==> config.mk <==
export PLATFORM = sky130hd
export DESIGN_NAME = pipeline_hazard_ctrl
export DESIGN_NICKNAME = d
export VERILOG_FILES = /design/src/rtl/pipe_ctrl_pkg.sv /design/src/rtl/sat_counter.sv /design/src/rtl/pipeline_hazard_ctrl.sv
export SDC_FILE = /design/constraint.sdc
export NUM_CORES = 1
export LEC_CHECK = 0
export ABC_AREA = 0
export BUFFER_PORTS_ARGS = -buffer_cell sky130_fd_sc_hd__buf_2
export CORE_MARGIN = 1.5
export CORE_UTILIZATION = 35
export CTS_BUF_LIST = sky130_fd_sc_hd__clkbuf_4 sky130_fd_sc_hd__clkbuf_8
export CTS_CLUSTER_DIAMETER = 200
export DETAILED_ROUTE_END_ITERATION = 10
export HOLD_SLACK_MARGIN = 0.12
export PLACE_DENSITY_LB_ADDON = 0.15
export REMOVE_ABC_BUFFERS = 1
export SYNTH_ARGS = -nofsm -noshare
export SYNTH_HDL_FRONTEND = slang
export SYNTH_HIERARCHICAL = 1
export SYNTH_SLANG_ARGS = --single-unit
==> constraint.sdc <==
create_clock -name Clk -period 2.56 [get_ports Clk]
set_input_delay 0.384 -clock Clk [delete_from_list [all_inputs] [get_ports Clk]]
set_output_delay 0.384 -clock Clk [all_outputs]
set_load 0.05 [all_outputs]
==> src/rtl/pipe_ctrl_pkg.sv <==
// Shared types and constants for the ID/EX hazard and flush controller.
package pipe_ctrl_pkg;

  typedef enum logic [1:0] {
    StRun   = 2'd0,
    StStall = 2'd1,
    StFlush = 2'd2
  } state_e;

  localparam logic [4:0] REG_ZERO = 5'd0;

  function automatic int unsigned max_u(input int unsigned a, input int unsigned b);
    return (a > b) ? a : b;
  endfunction

endpackage

==> src/rtl/sat_counter.sv <==
// Event counter that sticks at all-ones instead of wrapping.
module sat_counter #(
  parameter int unsigned WIDTH = 16
) (
  input  logic             Clk,
  input  logic             Rst,
  input  logic             Inc,
  output logic [WIDTH-1:0] Count
);

  logic [WIDTH-1:0] count_q, count_d;

  always_comb begin
    count_d = count_q;
    if (Inc && (count_q != '1)) begin
      count_d = count_q + WIDTH'(1);
    end
  end

  always_ff @(posedge Clk) begin
    if (!Rst) begin
      count_q <= '0;
    end else begin
      count_q <= count_d;
    end
  end

  assign Count = count_q;

endmodule

==> src/rtl/pipeline_hazard_ctrl.sv <==
// Load-use stall and taken-branch flush sequencing around the ID/EX register,
// with saturating stall/flush event counters.
module pipeline_hazard_ctrl
  import pipe_ctrl_pkg::*;
#(
  parameter int unsigned LOAD_STALL_CYCLES = 1,
  parameter int unsigned FLUSH_CYCLES      = 1,
  parameter int unsigned CNT_WIDTH         = 16
) (
  input  logic                 Clk,
  input  logic                 Rst,
  input  logic [4:0]           IFID_RS,
  input  logic [4:0]           IFID_RT,
  input  logic                 IFID_UsesRS,
  input  logic                 IFID_UsesRT,
  input  logic                 IDEX_MemRead,
  input  logic [4:0]           IDEX_RT,
  input  logic                 BranchTaken,
  output logic                 PCWrite,
  output logic                 IFIDWrite,
  output logic                 IFIDFlush,
  output logic                 IDEXBubble,
  output logic                 EXMEMFlush,
  output logic [CNT_WIDTH-1:0] StallCount,
  output logic [CNT_WIDTH-1:0] FlushCount
);

  localparam int unsigned MaxCycles = max_u(LOAD_STALL_CYCLES, FLUSH_CYCLES);
  // cnt only ever holds MaxCycles-1 down to 1.
  localparam int unsigned CntW = (MaxCycles > 1) ? $clog2(MaxCycles) : 1;
  localparam logic [CntW-1:0] StallReload = CntW'(LOAD_STALL_CYCLES - 1);
  localparam logic [CntW-1:0] FlushReload = CntW'(FLUSH_CYCLES - 1);

  state_e          state_q, state_d;
  logic [CntW-1:0] cnt_q, cnt_d;
  logic            hazard;
  logic            stall_inc, flush_inc;

  assign hazard = IDEX_MemRead && (IDEX_RT != REG_ZERO) &&
                  ((IFID_UsesRS && (IDEX_RT == IFID_RS)) ||
                   (IFID_UsesRT && (IDEX_RT == IFID_RT)));

  always_comb begin
    state_d    = state_q;
    cnt_d      = cnt_q;
    PCWrite    = 1'b1;
    IFIDWrite  = 1'b1;
    IFIDFlush  = 1'b0;
    IDEXBubble = 1'b0;
    EXMEMFlush = 1'b0;
    stall_inc  = 1'b0;
    flush_inc  = 1'b0;

    // A taken branch wins in every state: it aborts a stall and restarts a flush.
    if (BranchTaken) begin
      IFIDFlush  = 1'b1;
      IDEXBubble = 1'b1;
      EXMEMFlush = 1'b1;
      flush_inc  = 1'b1;
      if (FLUSH_CYCLES > 1) begin
        state_d = StFlush;
        cnt_d   = FlushReload;
      end else begin
        state_d = StRun;
        cnt_d   = '0;
      end
    end else begin
      unique case (state_q)
        StRun: begin
          if (hazard) begin
            PCWrite    = 1'b0;
            IFIDWrite  = 1'b0;
            IDEXBubble = 1'b1;
            stall_inc  = 1'b1;
            if (LOAD_STALL_CYCLES > 1) begin
              state_d = StStall;
              cnt_d   = StallReload;
            end
          end
        end
        StStall: begin
          PCWrite    = 1'b0;
          IFIDWrite  = 1'b0;
          IDEXBubble = 1'b1;
          stall_inc  = 1'b1;
          cnt_d      = cnt_q - CntW'(1);
          if (cnt_q == CntW'(1)) begin
            state_d = StRun;
          end
        end
        StFlush: begin
          IFIDFlush  = 1'b1;
          IDEXBubble = 1'b1;
          cnt_d      = cnt_q - CntW'(1);
          if (cnt_q == CntW'(1)) begin
            state_d = StRun;
          end
        end
        default: begin
          state_d = StRun;
          cnt_d   = '0;
        end
      endcase
    end

    // Held in reset the pipe is filled with NOPs regardless of state.
    if (!Rst) begin
      PCWrite    = 1'b0;
      IFIDWrite  = 1'b0;
      IFIDFlush  = 1'b1;
      IDEXBubble = 1'b1;
      EXMEMFlush = 1'b1;
      stall_inc  = 1'b0;
      flush_inc  = 1'b0;
    end
  end

  always_ff @(posedge Clk) begin
    if (!Rst) begin
      state_q <= StRun;
      cnt_q   <= '0;
    end else begin
      state_q <= state_d;
      cnt_q   <= cnt_d;
    end
  end

  sat_counter #(
    .WIDTH(CNT_WIDTH)
  ) u_stall_cnt (
    .Clk  (Clk),
    .Rst  (Rst),
    .Inc  (stall_inc),
    .Count(StallCount)
  );

  sat_counter #(
    .WIDTH(CNT_WIDTH)
  ) u_flush_cnt (
    .Clk  (Clk),
    .Rst  (Rst),
    .Inc  (flush_inc),
    .Count(FlushCount)
  );

endmodule

==> summary.txt, run 1 <==
Worst hold path
  – Min-Delay Startpoint: Rst
  – HP Class: in -> reg

Timing
  – Slew HR: 0.589
  – Fmax: 475 MHz
  – Slew Limit Fails: 0
  – Crit share post-route: 0.823
  – Final hold violations: 0
  – Final WS setup: 0.453 ns
  – Final Skew: 0.00661 ns
  – Endpoints failing setup: 0
  – RSZ-0062 raised after global routing: no
  – Worst-Margin Slew: 0.609 ns
  – Final min period: 2.11 ns

Synth
  – Synth top area cells: dfxtp_1 34%, a21oi_1 4.8%, xor2_1 4.7%, or4_1 4.4%, nand2_1 4.0%
  – Post-Syn Area per Cell: 8.57 um2
  – Library cells used by synthesis: 37
  – Post-synth EDFFs: 0
  – Sequential area share after synthesis: 0.344
  – Top cells by count, synth: 32 x dfxtp_1, 20 x nand2_1, 18 x a21oi_1
  – Count leader, synth: dfxtp_1
  – Top cell type by total area after synthesis: dfxtp_1
  – Synth Instances: 217
  – Yosys synthesis warning count: 6
  – Synthesized cell area: 0.00186 mm2
  – Seq cells post-synth: 32
  – Post-synth ARST share: 0
  – Synth top area share: 0.344
  – Main synth FF type: dfxtp_1

Route
  – Total number of vias: 1881
  – First DRT Iteration DRCs: 125
  – Routed WL: 4560 um
  – WL/cell: 13.1 um
  – DRC: 0
  – Vias/cell: 5.39
  – First-pass DRT Iterations: 4
  – Final ANT Viol Nets: 0

Die
  – Core ar.: 0.00511 mm2
  – I/O pins: 58
  – Initial Utilization: 0.364
  – Die area: 0.00576 mm2
  – Cell Rows: 26
  – Die Width: 75.9 um
  – Die H: 75.9 um

Cells and area
  – Final Non-Filler Cells: 349
  – Filler Cell Count: 519
  – Final Cell Area: 0.00234 mm2
  – Area Overhead vs Synth: 26.0%
  – Fin util: 0.459
  – ANT cells: 0
  – Post-layout net count: 301
  – Fraction of layout cells with a size suffix above 1: 0.272

Clock tree
  – Skew-Pair Late Insertion Delay: 0.29 ns
  – CTS tree: built
  – CTS Buf Count: 5
  – Hold_buf cts: 0
  – Post-CTS Resized: 0
  – Buffer levels on the longest clock path: 2
  – Clock transition at path regs: 0.07 ns
  – CTS root buf: clkbuf_8
  – # Post-CTS Setup Buffers: 0
  – H-tree Lvls: 2
  – Sink count of the clock tree: 32

Global routing
  – Largest net degree at the start of global routing: 18
  – Overall fraction of global-route tracks in use: 0.161
  – First-pass GRT wire length: 7690 um
  – GRT overflow: 0
  – Initial antenna violation count: 0
  – Vias in the first global route: 1650

Critical path
  – R2R Path Start: u_flush_cnt/Count[0]$_SDFFE_PN0P_
  – CP startpoint: IDEX_RT[2]
  – Crit path kind: in -> reg
  – Crit path max fanout: 7
  – Startpoint Class: primary input
  – Critical Path RT: 2.78 ns
  – CP Capture Type: flip-flop
  – Worst Path Arrival: 2.33 ns

Power
  – Tot Pwr: 0.00113 W
  – PwrDens: 481 mW/mm2
  – VDD IR-drop max: 221 uV
  – P_leak: 0.908 nW

Place
  – Dpl cells: 341
  – Buffers on Ports: 57
  – Post-DP HPWL: 3280 um
  – RD Place Congestion: 0.786
  – Setup WS pre-CTS: 0.168 ns
  – DP Area: 0.00222 mm2

Job
  – Max-cap violations: 0

Run status
  – Status: completed
[sequential cells by signal, indices dropped and copies added, names as in the netlist]
register	flops
u_stall_cnt/Count	16
u_flush_cnt/Count	16
[report_power, final]
part	switching [W]	internal (W)	total, W
Combinational	0.0000559	0.0000295	0.0000855
Sequential	0.00000216	0.000499	0.000501
Clock	0.000197	0.000344	0.000541
[final cells by class]
cell class	count	area (um2)	share of cell area
sequential	32	641	0.273
timing repair buffer	60	308	0.131
clock buffer	7	96.3	0.0411
clock inverter	1	30.0	0.0128
inverter	8	30.0	0.0128
multi-input combinational	171	1150	0.491
tap	70	87.6	0.0374
[through the flow]
step	hold WS (ns)	TNS, ns
finish	0.468	0
global route	0.493	0
CTS	0.468	0
detailed placement	0.512	0
global placement	0.503	0
floorplan	0.517	-0.292
[per-layer routing]
metal | share of wire | global-route usage
met2 | 0.44 | 0.263
met1 | 0.50 | 0.206
met4 | 0.014 | 0.0556
met5 | 0 | 0
met3 | 0.049 | 0.0398
[cells by family after synthesis]
logic type	synth area share
buffers and inverters	0.0363
and+or+nand+nor	0.342
muxes	0.0323
adders and majority gates	0.0134
AOI/OAI and AO/OA	0.166
xor gates and xnor gates	0.0659
DFF	0.344
[path summary, 6_finish.rpt]
| path | endpoint | slack [ns] | cells past startpoint |
|---|---|---|---|
| worst max-delay path | u_stall_cnt/Count[6]$_SDFFE_PN0P_ | 0.45 | 10 |
| worst min-delay path | u_flush_cnt/Count[10]$_SDFFE_PN0P_ | 0.47 | 2 |
| worst max register to register | u_flush_cnt/Count[9]$_SDFFE_PN0P_ | 0.81 | 6 |
| worst min register to register | u_flush_cnt/Count[9]$_SDFFE_PN0P_ | 0.52 | 2 |
[worst max-delay path, stage by stage]
cell and delay (ns):
buf_2 0.13, xor2_1 0.16, nor4_1 0.30, a32oi_1 0.13, nor3_1 0.16, buf_4 0.17, and4_1 0.27, o41ai_1 0.15
or3_1 0.33, a21oi_1 0.14
[placed cells by master (no fill, tap or decap), types with 2 or more instances in the layout]
cell type	Yosys	final
buf_2	0	57
o41ai_1	2	2
nand3b_1	2	2
o311ai_0	2	2
mux2i_1	6	6
nand4_4	2	2
dfxtp_1	32	32
xor2_1	10	10
nor4_1	7	7
nor3_1	5	5
nand3_1	12	12
a21oi_1	18	18
nor4bb_1	2	2
or3_4	2	2
clkbuf_8	0	7
nor2_1	10	10
xnor2_1	4	4
nand4_1	6	6
or4_1	11	11
buf_4	4	3
or3_1	4	4
o211a_1	2	2
nor4_2	3	3
and4_1	6	6
nand2_1	20	20
nor3b_1	2	2
ha_1	2	2
o211ai_1	2	2
o21ai_0	8	8
nand2b_1	5	5
inv_1	8	8
o31ai_1	10	10
No activity file was read; power rests on OpenSTA's default activity.
==> run 2: changes to the inputs <==
ABC_AREA = 1   (was 0)
clock period = 1.9 ns   (was 2.56 ns; I/O delays follow)
==> summary.txt, run 2 <==
Clock tree
  – Clock transition at path regs: 0.07 ns (about the same)
  – Sink count of the clock tree: 32 (unchanged)
  – CTS Buf Count: 5 (unchanged)
  – CTS tree: built
  – Hold_buf cts: 0 (unchanged)
  – Buffer levels on the longest clock path: 2 (unchanged)
  – Skew-Pair Late Insertion Delay: 0.28 ns (about the same)
  – Post-CTS Resized: 0 (unchanged)
  – CTS root buf: clkbuf_8
  – # Post-CTS Setup Buffers: 0 (unchanged)
  – H-tree Lvls: 2 (unchanged)

Global routing
  – Largest net degree at the start of global routing: 25 (+7)
  – GRT overflow: 0 (unchanged)
  – Vias in the first global route: 1994 (+21%)
  – Initial antenna violation count: 0 (unchanged)
  – Overall fraction of global-route tracks in use: 0.154 (-0.00637)
  – First-pass GRT wire length: 8990 um (+17%)

Power
  – Tot Pwr: 0.00150 W (+33%)
  – PwrDens: 559 mW/mm2 (+16%)
  – P_leak: 1.37 nW (+51%)
  – VDD IR-drop max: 240 uV (+8.4%)

Place
  – Post-DP HPWL: 4010 um (+22%)
  – RD Place Congestion: 0.815 (+3.7%)
  – DP Area: 0.00258 mm2 (+16%)
  – Buffers on Ports: 57 (unchanged)

Critical path
  – R2r setup slk: 0.43 ns (-0.38 ns)
  – Crit path max fanout: 8 (+1)
  – Critical Path, Cell by Cell: buf_2, inv_2, nand2_1, nand2_1, nor2_1, nand3_1, nand2_1, nand2_2, nor2_1, buf_4, nand3_1, or2_0, nor2_1, nand3_1, nand2_1, nor2_1
  – Worst Path Arrival: 1.75 ns (-0.58 ns)
  – Crit path max-delay cell type: or2_0
  – R2R depth: 6 (unchanged)
  – R2R Path Start: u_stall_cnt/Count[0]$_SDFFE_PN0P_
  – CP Capture Type: flip-flop
  – Startpoint Class: primary input
  – Critical path's largest stage delay: 0.21 ns (-0.12 ns)
  – Crit path kind: in -> reg
  – Critical Path RT: 2.08 ns (-0.70 ns)
  – Reg2reg end: u_stall_cnt/Count[14]$_SDFFE_PN0P_

Cells and area
  – Commonest non-fill, non-tap cell in the layout: nand2_1
  – Most frequent cells in the layout: 117 x nand2_1, 79 x nor2_1, 57 x buf_2
  – Filler Cell Count: 713 (+37%)
  – Fraction of layout cells with a size suffix above 1: 0.268 (-0.00480)
  – Fin util: 0.426 (-0.0334)
  – Post-layout net count: 448 (+49%)
  – Final Cell Area: 0.00269 mm2 (+15%)
  – ANT cells: 0 (unchanged)
  – Area Overhead vs Synth: 18.8%

Timing
  – Crit share post-route: 0.826
  – Final min period: 1.57 ns
  – Slew HR: 0.826 (+0.238)
  – Final Skew: 0.00606 ns (-0.000547 ns)
  – Worst-Margin Slew: 0.261 ns (-0.348 ns)
  – Fmax: 637 MHz
  – Final hold violations: 0 (unchanged)
  – Endpoints failing setup: 0 (unchanged)
  – Slew Limit Fails: 0 (unchanged)
  – RSZ-0062 raised after global routing: no

Synth
  – Synth top area cells: dfxtp_1 28%, nand2_1 19%, nor2_1 13%, nand3_1 5.8%, inv_1 5.3%
  – Largest family of logic cells by synthesized area: simple AND/OR/NAND/NOR gates
  – Post-Synth Simple-Gate Area: 0.571 (+0.230)
  – Post-synth ARST share: 0 (unchanged)
  – Count leader, synth: nand2_1
  – Synthesized cell area: 0.00226 mm2 (+22%)
  – XOR/XNOR Fraction of Synth Area: 0 (-0.0659)
  – Synth top area share: 0.283 (-0.0611)
  – Post-Syn Area per Cell: 6.20 um2 (-28%)
  – Adder-cell share of the synthesized area: 0.0111 (-0.00239)
  – Yosys synthesis warning count: 6 (unchanged)
  – Post-synth EDFFs: 0 (unchanged)
  – Synth Instances: 365 (+68%)
  – Post-synthesis compound-gate area fraction: 0.0332 (-0.133)
  – Sequential area share after synthesis: 0.283 (-0.0611)
  – Seq cells post-synth: 32 (unchanged)
  – Library cells used by synthesis: 21 (-43%)
  – Main synth FF type: dfxtp_1
  – Post-synthesis mux area share: 0 (-0.0323)
  – Top cell type by total area after synthesis: dfxtp_1
  – Top cells by count, synth: 117 x nand2_1, 79 x nor2_1, 32 x dfxtp_1, 32 x inv_1, 26 x nand3_1

Route
  – WL/cell: 10.1 um (-22%)
  – Metal2 WL: 2200 um (+10%)
  – DRC: 0 (unchanged)
  – Wire length on met1: 2600 um (+14%)
  – First DRT Iteration DRCs: 92 (-26%)
  – Total number of vias: 2293 (+22%)
  – First-pass DRT Iterations: 5 (+1)
  – Vias/cell: 4.56 (-15%)
  – Top Metal Used: met4
  – Wire length on met3: 255 um (+14%)
  – Routed WL: 5100 um (+12%)
  – Final ANT Viol Nets: 0 (unchanged)

Die
  – Cell Rows: 29 (+12%)
  – Die H: 83.4 um (+9.9%)
  – I/O pins: 58 (unchanged)
  – Die area: 0.00695 mm2 (+21%)
  – Core ar.: 0.00631 mm2 (+24%)
  – Die Width: 83.4 um (+9.9%)
  – Initial Utilization: 0.358 (-0.00598)

Worst hold path
  – Min-Delay Startpoint: Rst
  – Hold Path Cell Cnt: 4 (+2)
  – HP Class: in -> reg
  – Hold Path End: u_stall_cnt/Count[6]$_SDFFE_PN0P_

Job
  – Max-cap violations: 0 (unchanged)

Run status
  – Status: completed
run 2: cell count changes after synthesis, moves of 9 or more:
cell     before  now
nor2_4        0   10
nand3_1      12   26
nor2_2        0   15
o31ai_1      10    0
xor2_1       10    0
nand2_1      20  117
nand2_2       0    9
or4_1        11    0
inv_1         8   32
nor2_1       10   79
run 2: how the worst max path moves through the flow:
stage	startpoint	endpoint	slack, ns	cells after the start
global placement	IDEX_RT[4]	u_stall_cnt/Count[13]$_SDFFE_PN0P_	0.05	16
global route	IDEX_RT[2]	u_stall_cnt/Count[13]$_SDFFE_PN0P_	0.06	16
finish	IDEX_RT[4]	u_stall_cnt/Count[13]$_SDFFE_PN0P_	0.33	16
CTS	IDEX_RT[2]	IFIDWrite	0.31	9
floorplan	Rst	u_stall_cnt/Count[13]$_SDFFE_PN0P_	-0.13	10
detailed placement	IDEX_RT[4]	u_stall_cnt/Count[13]$_SDFFE_PN0P_	0.04	16
run 2: cell families (layout without fill, tap and decap cells):
| group | count (synthesis) | count (layout) |
|---|---|---|
| compound gates | 15 | 15 |
| buf+inv | 43 | 104 |
| flops | 32 | 32 |
| fa+ha+maj | 2 | 2 |
| simple gates | 273 | 273 |
run 2: critical path: cells and delay by family:
kind	cells	cell delay, ns
buffers and inverters	3	0.32
and+or+nand+nor	13	1.15
run 2: metal layers:
layer,GRT usage,vias up
li1,-,1243
met1,0.207,989
met2,0.245,55
met3,0.0398,6
met4,0.0424,0
met5,0,-
run 2: where the power goes:
part | internal [W] | switching, W
Sequential | 0.000674 | 0.00000370
Combinational | 0.0000534 | 0.000104
Clock | 0.000404 | 0.000265
run 2: layout make-up:
cell class / count / area, um2 / area share
multi-input combinational: 290 / 1390 / 0.518
sequential: 32 / 641 / 0.238
timing repair buffer: 61 / 315 / 0.117
inverter: 35 / 131 / 0.0489
tap: 77 / 96.3 / 0.0358
clock buffer: 6 / 76.3 / 0.0284
clock inverter: 2 / 35.0 / 0.0130
run 2: metrics by stage:
stage | worst slack (ns) | hold WS, ns | cells | TNS (ns)
floorplan | -0.129 | 0.405 | 357 | -0.249
global placement | 0.0508 | 0.512 | 495 | 0
detailed placement | 0.0367 | 0.519 | 495 | 0
CTS | 0.309 | 0.434 | 503 | 0
global route | 0.0644 | 0.438 | 503 | 0
finish | 0.330 | 0.438 | 503 | 0
